===== src/rtl/rsa_operand_sequencer.sv =====
// Word-serial sequencer for the wide RSA core. It assembles the p/q operands from host beats,
// issues a one-cycle start pulse, waits for done with a timeout, and then streams the result out.
module rsa_operand_sequencer #(
  parameter int unsigned DATA_WIDTH = 32,
  parameter int unsigned MAX_DATA   = 512,
  parameter int unsigned TIMEOUT    = 65536
) (
  input  logic                  clk,
  input  logic                  rst,
  input  logic                  in_valid,
  output logic                  in_ready,
  input  logic [DATA_WIDTH-1:0] p_in,
  input  logic [DATA_WIDTH-1:0] q_in,
  output logic [MAX_DATA-1:0]   op_p,
  output logic [MAX_DATA-1:0]   op_q,
  output logic                  core_start,
  input  logic                  core_done,
  input  logic [MAX_DATA-1:0]   core_m,
  output logic                  out_valid,
  input  logic                  out_ready,
  output logic [DATA_WIDTH-1:0] m_out,
  output logic                  busy,
  output logic                  err
);

  localparam int unsigned WORDS   = MAX_DATA / DATA_WIDTH;
  localparam int unsigned CNT_W   = $clog2(WORDS + 1);
  localparam int unsigned TIMER_W = 32;

  localparam logic [CNT_W-1:0]   LAST_WORD   = CNT_W'(WORDS - 1);
  localparam logic [TIMER_W-1:0] TIMER_LIMIT = TIMER_W'(TIMEOUT - 1);
  localparam logic [TIMER_W-1:0] TIMER_MAX   = '1;
  localparam bit                 TIMEOUT_EN  = (TIMEOUT != 0);

  typedef enum logic [2:0] {
    S_LOAD,
    S_START,
    S_WAIT,
    S_UNLOAD,
    S_ERROR
  } state_e;

  state_e                 state_q;
  logic [CNT_W-1:0]       word_cnt_q;
  logic [TIMER_W-1:0]     timer_q;
  logic [TIMER_W-1:0]     timer_d;
  logic [MAX_DATA-1:0]    op_p_q;
  logic [MAX_DATA-1:0]    op_q_q;
  logic [MAX_DATA-1:0]    result_q;
  logic [DATA_WIDTH-1:0]  m_out_q;
  logic                   in_ready_q;
  logic                   core_start_q;
  logic                   out_valid_q;
  logic                   busy_q;
  logic                   err_q;
  logic                   in_beat_c;
  logic                   out_beat_c;

  // Handshake qualifiers and saturating wait-timer increment
  assign in_beat_c  = in_valid && in_ready_q;
  assign out_beat_c = out_valid_q && out_ready;
  assign timer_d    = (timer_q == TIMER_MAX) ? timer_q : timer_q + TIMER_W'(1);

  // Sequencer state, operand/result shift registers and registered outputs
  always_ff @(posedge clk) begin
    if (rst) begin
      state_q      <= S_LOAD;
      word_cnt_q   <= '0;
      timer_q      <= '0;
      op_p_q       <= '0;
      op_q_q       <= '0;
      result_q     <= '0;
      m_out_q      <= '0;
      in_ready_q   <= 1'b0;
      core_start_q <= 1'b0;
      out_valid_q  <= 1'b0;
      busy_q       <= 1'b0;
      err_q        <= 1'b0;
    end else begin
      core_start_q <= 1'b0;
      case (state_q)
        S_LOAD: begin
          in_ready_q <= 1'b1;
          if (in_beat_c) begin
            // New word enters at the top so the first beat ends up least significant
            op_p_q <= {p_in, op_p_q[MAX_DATA-1:DATA_WIDTH]};
            op_q_q <= {q_in, op_q_q[MAX_DATA-1:DATA_WIDTH]};
            busy_q <= 1'b1;
            if (word_cnt_q == LAST_WORD) begin
              word_cnt_q   <= '0;
              state_q      <= S_START;
              core_start_q <= 1'b1;
              in_ready_q   <= 1'b0;
            end else begin
              word_cnt_q <= word_cnt_q + CNT_W'(1);
            end
          end
        end
        S_START: begin
          timer_q <= '0;
          state_q <= S_WAIT;
        end
        S_WAIT: begin
          timer_q <= timer_d;
          // A done arriving on the final timeout cycle still counts as success
          if (core_done) begin
            result_q    <= core_m;
            m_out_q     <= core_m[DATA_WIDTH-1:0];
            out_valid_q <= 1'b1;
            state_q     <= S_UNLOAD;
          end else if (TIMEOUT_EN && (timer_q == TIMER_LIMIT)) begin
            err_q   <= 1'b1;
            state_q <= S_ERROR;
          end
        end
        S_UNLOAD: begin
          if (out_beat_c) begin
            result_q <= {{DATA_WIDTH{1'b0}}, result_q[MAX_DATA-1:DATA_WIDTH]};
            m_out_q  <= result_q[2*DATA_WIDTH-1:DATA_WIDTH];
            if (word_cnt_q == LAST_WORD) begin
              word_cnt_q  <= '0;
              out_valid_q <= 1'b0;
              in_ready_q  <= 1'b1;
              busy_q      <= 1'b0;
              state_q     <= S_LOAD;
            end else begin
              word_cnt_q <= word_cnt_q + CNT_W'(1);
            end
          end
        end
        S_ERROR: begin
          err_q       <= 1'b1;
          in_ready_q  <= 1'b0;
          out_valid_q <= 1'b0;
        end
        default: begin
          state_q <= S_LOAD;
        end
      endcase
    end
  end

  assign in_ready   = in_ready_q;
  assign op_p       = op_p_q;
  assign op_q       = op_q_q;
  assign core_start = core_start_q;
  assign out_valid  = out_valid_q;
  assign m_out      = m_out_q;
  assign busy       = busy_q;
  assign err        = err_q;

endmodule


===== config.mk =====
export PLATFORM = sky130hd
export DESIGN_NAME = rsa_operand_sequencer
export DESIGN_NICKNAME = d
export VERILOG_FILES = /design/src/rtl/rsa_operand_sequencer.sv
export SDC_FILE = /design/constraint.sdc
export NUM_CORES = 2
export LEC_CHECK = 0
export ABC_CLOCK_PERIOD_IN_PS = 1750
export BUFFER_PORTS_ARGS = -buffer_cell sky130_fd_sc_hd__buf_2
export CORE_AREA = 4 4 640 642
export DETAILED_ROUTE_END_ITERATION = 8
export DIE_AREA = 0 0 644 646
export PLACE_DENSITY = 0.36
export SYNTH_ARGS = -nofsm -noshare
export SYNTH_HDL_FRONTEND = slang
export SYNTH_SLANG_ARGS = --single-unit
export TNS_END_PERCENT = 10

===== constraint.sdc =====
create_clock -name clk -period 1.75 [get_ports clk]
set_input_delay 0.175 -clock clk [delete_from_list [all_inputs] [get_ports clk]]
set_output_delay 0.175 -clock clk [all_outputs]
set_load 0.005 [all_outputs]

---- After elaboration in Yosys (flattened, before gate mapping) ----
Index checks and enable logic that the tools add are counted.
cells by class
  add/sub/neg operators ................... 2
  eq/ne operators ......................... 16
  multiplexer cells ....................... 34
  bitwise logic cells ..................... 3
  reductions and logical operators ........ 19
operators with widths
  kind                                                                     count
  512-bit 2-to-1 mux                                                       2
  512-bit case mux with 2 select lines                                     1
  32-bit case mux with 2 select lines                                      2
  32-bit 2-to-1 mux                                                        3
  32-bit by 1-bit adder with 32-bit output, second input constant          1
  32-bit by 16-bit equality test with 1-bit output, second input constant  1
  32-bit equality test, second input constant                              1
  3-bit 2-to-1 mux                                                         6
  2-bit != test, second input constant                                     8
  5-bit 2-to-1 mux                                                         3
  3-bit case mux with 5 select lines                                       1
  3-bit AND reduction                                                      4
  1-bit 2-to-1 mux                                                         11
  5-bit case mux with 2 select lines                                       1
  4-bit AND reduction                                                      2
  2-bit nonzero test                                                       4
  3-bit by 2-bit equality test with 1-bit output, second input constant    2
  1-bit case mux with 3 select lines                                       2
  6-bit AND reduction                                                      1
  3-bit nonzero test                                                       2
  5-bit by 1-bit adder with 5-bit output, second input constant            1
  5-bit by 4-bit equality test with 1-bit output, second input constant    1
  1-bit case mux with 2 select lines                                       2
  2-bit AND reduction                                                      2
  7 further kinds                                                          10
storage, ports and cells
  register bits after elaboration ......... 1613
  input bits .............................. 581
  output and inout port bits .............. 1061

---- Depth between registers and ports, before layout ----
  depth in word-level cells ............... 4
  depth in mapped cells ................... 9
  depth with buffers taken out ............ 6

---- Least setup slack after synthesis ----
Ideal clock, no wire load.
  path kind ............................... register -> register
  from .................................... reg timer_q[0]
  to ...................................... reg timer_q[0]
  arrival time ............................ 1830 ps
  required time ........................... 1692 ps
  path slack .............................. -138 ps
  cell stages (with the launch flop) ...... 8
  clock period less this slack ............ 1888 ps
  cells stage by stage .................... dfxtp_1 -> ha_1 -> and3_1 -> nand4_1 -> nor4_4 -> o21a_4 -> buf_6 -> mux2_2
between the ends
  word-level cells in the longest chain between the ends .. 3
  elaborated cells between the ends (all ways) .. 6
RTL lines
  item                                                                              line  source
  start: declaration                                                                45    logic [TIMER_W-1:0] timer_q;
  start signal: assignment                                                          104   timer_q <= timer_d;
  32-bit by 1-bit adder with 32-bit output or 32-bit equality test (tied branches)  62    assign timer_d = (timer_q == TIMER_MAX) ? timer_q : timer_q + TIMER_W'(1);
  32-bit 2-to-1 mux or 2-bit != test (tied branches)                                n/a
  32-bit case mux with 2 select lines or 2-bit AND reduction (tied branches)        n/a
Several ways; a longest one is shown, not always the timed one. The select of a mux whose other input is x is not followed.
A chain may end at the register's enable or synchronous reset.

---- Final worst setup path ----
  from .................................... reg state_q[0]
  to ...................................... reg result_q[209]
between the ends
  word-level cells in the longest chain between the ends .. 3
  elaborated cells between the ends (all ways) .. 7
RTL lines
  item                                                                  line  source
  start: declaration                                                    43    state_e state_q;
  start signal: assignment                                              67    state_q <= S_LOAD;
  start signal: assignment                                              91    state_q <= S_START;
  start signal: assignment                                              101   state_q <= S_WAIT;
  3-bit by 2-bit equality test with 1-bit output                        81    case (state_q)
  2-bit != test (no source line) or 2-bit nonzero test (tied branches)  n/a
  3-bit AND reduction (no source line)                                  n/a
  end signal: assignment                                                107   result_q <= core_m;
  end signal: assignment                                                118   result_q <= {{DATA_WIDTH{1'b0}}, result_q[MAX_DATA-1:DATA_WIDTH]};
  end: declaration                                                      49    logic [MAX_DATA-1:0] result_q;
Several ways; a longest one is shown, not always the timed one.

==> impl_metrics.sql <==
INSERT INTO impl_metrics (metric_group, metric, value, unit) VALUES
('setup_path', 'worst_path_buffer_plus_inverter_count', '6', ''),
('setup_path', 'crit_top_cell', 'clkbuf_16', ''),
('place', 'estimated_wirelength_of_the_detail_placed_design', '263000', 'um'),
('die', 'die_width', '644', 'um'),
('detailed_routing', 'remaining_drc_errors', '0', ''),
('timing', 'setup_repair_after_global_routing_missed_its_margin', 'yes', ''),
('global_routing', 'grt.overflow.total', '0', ''),
('final_layout', 'fin_area', '96800', 'sq um'),
('yosys', 'synth.distinct_cells', '61', ''),
('global_routing', 'globalRouteTotalUtil', '16.0', '%'),
('setup_path', 'largest_stage_delay_on_the_critical_path', '340', 'ps'),
('setup_path', 'cp_max_stage_cell', 'dfxtp_2', ''),
('die', 'fp.coreArea', '405000', 'sq um'),
('timing', 'final.min_clock_period', '1940', 'ps'),
('timing', 'post-route-period-util', '111', '%'),
('place', 'dp_worst_setup_slack', '-311', 'ps'),
('setup_path', 'critPathKind', 'reg -> reg', ''),
('timing', 'finalSetupViolations', '1174', ''),
('global_routing', 'grt_start_max_net_pins', '116', ''),
('yosys', 'gate_count_of_the_mapped_netlist', '7550', ''),
('timing', 'max_slew_margin', '51.8', '%'),
('cts', 'cts.clk_slew.worst_paths', '60', 'ps'),
('cts', 'cts_buffer_depth', '4', ''),
('global_routing', 'grt_antenna_before_repair', '52', ''),
('cts', 'cts_made_buffers', '197', ''),
('detailed_routing', 'first_iter_violations', '4825', ''),
('die', 'fp.dieH', '646', 'um'),
('power_and_ir_drop', 'power.share.combinational', '13.2', '%'),
('yosys', 'yosys_register_bits', '1581', ''),
('timing', 'fin_setup_tns', '-91130', 'ps'),
('power_and_ir_drop', 'finalPower', '92.5', 'mW'),
('setup_path', 'critical_path.top_delay_family', 'buffers and inverters', ''),
('timing', 'timing.fmax', '514', 'MHz'),
('yosys', 'synthesis.area', '58900', 'sq um'),
('timing', 'clock_skew', '46.2', 'ps'),
('final_layout', 'syn_to_final_growth', '64.3', '%'),
('timing', 'slack_of_the_critical_path', '-194', 'ps'),
('power_and_ir_drop', 'cell_internal_pwr', '67.9', 'mW'),
('power_and_ir_drop', 'power.density_cell_area', '956', 'nW/um^2'),
('status', 'run_status', 'complete, but fails checks', ''),
('final_layout', 'fin_util', '23.9', '%'),
('detailed_routing', 'totalWireLength', '357000', 'um'),
('timing', 'worst-slew-pin-transition', '723', 'ps'),
('yosys', 'combinational_family_with_the_most_area_after_synthesis', 'simple AND/OR/NAND/NOR gates', ''),
('final_layout', 'fin_nets', '10700', ''),
('die', 'design.die.area', '416000', 'sq um'),
('setup_path', 'crit_chain', 'buf_6 -> nand3_4 -> o21ai_2 -> and3b_4 -> buf_12 -> buf_16 -> clkbuf_16 -> buf_4 -> clkbuf_16 -> a311oi_1', ''),
('cts', 'clock_tree.root_cell', 'clkbuf_16', ''),
('place', 'port_bufs', '1641', ''),
('yosys', 'synth_xor_area_share', '0.0297', '%'),
('yosys', 'seq_area_frac_synth', '53.7', '%'),
('yosys', 'synth.avg_cell_area', '7.81', 'sq um'),
('place', 'placedInstanceArea', '76500', 'sq um'),
('job', 'maxCapViolCount', '0', ''),
('cts', 'tritoncts_clock_tree', 'done', ''),
('power_and_ir_drop', 'netSwitchingFraction', '26.7', '%'),
('setup_path', 'crit_required', '2470', 'ps'),
('setup_path', 'endpoint_kind', 'register', ''),
('die', 'initial_core_util', '14.6', '%'),
('yosys', 'synth_compound_area_share', '17.3', '%'),
('yosys', 'post_synth_adder_cell_area', '0.0425', '%'),
('power_and_ir_drop', 'power.share.clock', '46.1', '%'),
('timing', 'timing_max_transition_violations_final', '0', ''),
('power_and_ir_drop', 'power.share.sequential', '40.8', '%'),
('power_and_ir_drop', 'power_switching', '24.7', 'mW'),
('status', 'failing_checks', 'negative setup slack', ''),
('global_routing', 'grt_pass1_vias', '61600', ''),
('yosys', 'synthMuxAreaShare', '0.0361', '%'),
('detailed_routing', 'count_of_tritonroute_iterations_in_the_first_routing_pass', '7', ''),
('die', 'io_pins', '1642', ''),
('power_and_ir_drop', 'max-vdd-ir-drop', '738', 'uV');
-- cell families (layout without fill, tap and decap cells) --
group                    count (synthesis)  count (layout)
adder cells (fa/ha/maj)                  2               2
buffers and inverters                  674            3382
flip-flops                            1581            1581
AND/OR/NAND/NOR                       3672            3672
AO/OA/AOI/OAI                         1617            1617
other                                    0              33
XOR/XNOR                                 2               2
multiplexers                             2               2
-- worst min-delay path, delay by kind of cell --
family,cells,cell delay [ps]
buf+inv,2,630
simple gates,1,70
compound gates,1,50
-- layout by cell type, fill, tap and decap left out, drive strengths merged, types with 3 or more instances in the layout --
master and count:
o211a 4, a31oi 5, and3 15, nor4 12
or3 4, o21ai 12, nor2 539, and2 6
a21oi 1036, bufbuf 18, dfxtp 1581, clkbuf 335
bufinv 13, nand2 3030, inv 12, a221o 3
nand3 12, a211o 9, nand4 15, a22oi 33
buf 2296, and3b 3, a311oi 484, diode 33
clkinv 36, o31ai 7, clkinvlp 4, o311ai 5
and4 4, dlygate4sd3 668, o22a 5, nor3 20
-- final timing paths --
check	depth (start not counted)	from	slack (ps)	end
setup / recovery	10	state_q[0]$_SDFFE_PP0P_	-190	result_q[209]$_SDFFE_PP0P_
hold / removal	4	core_m[498]	120	result_q[498]$_SDFFE_PP0P_
hold reg to reg	2	op_q[318]$_SDFFE_PP0P_	440	op_q[286]$_SDFFE_PP0P_
setup reg to reg	10	state_q[0]$_SDFFE_PP0P_	-190	result_q[209]$_SDFFE_PP0P_
-- cell type report --
type                            count  area (sq um)  share of cell area, %
Inverter                            6          22.5                 0.0233
Clock buffer                      297          5910                   6.11
Tap cell                         5428          6790                   7.02
Multi-Input combinational cell   5295         25600                   26.4
Clock inverter                     59           756                  0.781
Timing Repair Buffer             3020         25900                   26.8
Antenna cell                       33          82.6                 0.0853
Sequential cell                  1581         31800                   32.8
-- power by group through the flow --
stage               clock network (mW)  registers, mW  logic, mW
floorplan                            0           38.1       4.19
global placement                     0           38.5       8.19
detailed placement                   0           38.5       8.14
CTS                               44.0           37.7       11.4
global route                      45.3           37.8       13.0
finish                            42.6           37.7       12.2
-- flip-flops by register name (all words and copies together) (netlist names), 3 cells and up --
signal      count
word_cnt_q      5
result_q      512
timer_q        32
state_q         3
op_q          512
op_p          512
-- per-stage QoR --
stage	cells	hold WS (ps)
2_1_floorplan	7550	311
3_3_place_gp	14400	415
3_5_place_dp	14400	418
4_1_cts	15600	0.763
5_1_grt	15700	57.8
6_report	15700	123
-- synth_stat cells, drive strengths merged (3+ instances only) --
cell type,n,area share [%]
a211o,9,0.13
a21oi,1036,8.8
a221o,3,0.051
a22oi,33,0.42
a311oi,484,7.2
a31oi,5,0.053
and2,6,0.064
and3,15,0.16
and3b,3,0.045
and4,4,0.064
buf,270,2.4
clkbuf,398,2.5
dfxtp,1581,54
inv,6,0.038
nand2,3030,19
nand3,12,0.10
nand4,15,0.20
nor2,539,3.4
nor3,20,0.19
nor4,12,0.16
o211a,4,0.068
o21ai,12,0.10
o22a,5,0.074
o311ai,5,0.074
o31ai,7,0.089
or3,4,0.042
-- metal layers --
metal  vias to the layer above  global-route usage (%)  part of all wire, %
met3                       434                    3.36                  6.2
met1                     31000                    20.7                   43
met2                      1965                    26.9                   48
met4                        16                    4.08                  2.8
li1                      30500                       -                    -
met5                         -                       0                0.027
-- timing repair --
action                     in CTS  in global routing
buffers inserted               78                 51
pin swaps                      80                133
gates resized for setup       372                293
setup endpoints to repair    1771               1769
gates cloned                   79                 40
hold buffers                  668                  0
hold endpoints to repair      794                  0
(Power assumes the default switching activity.)
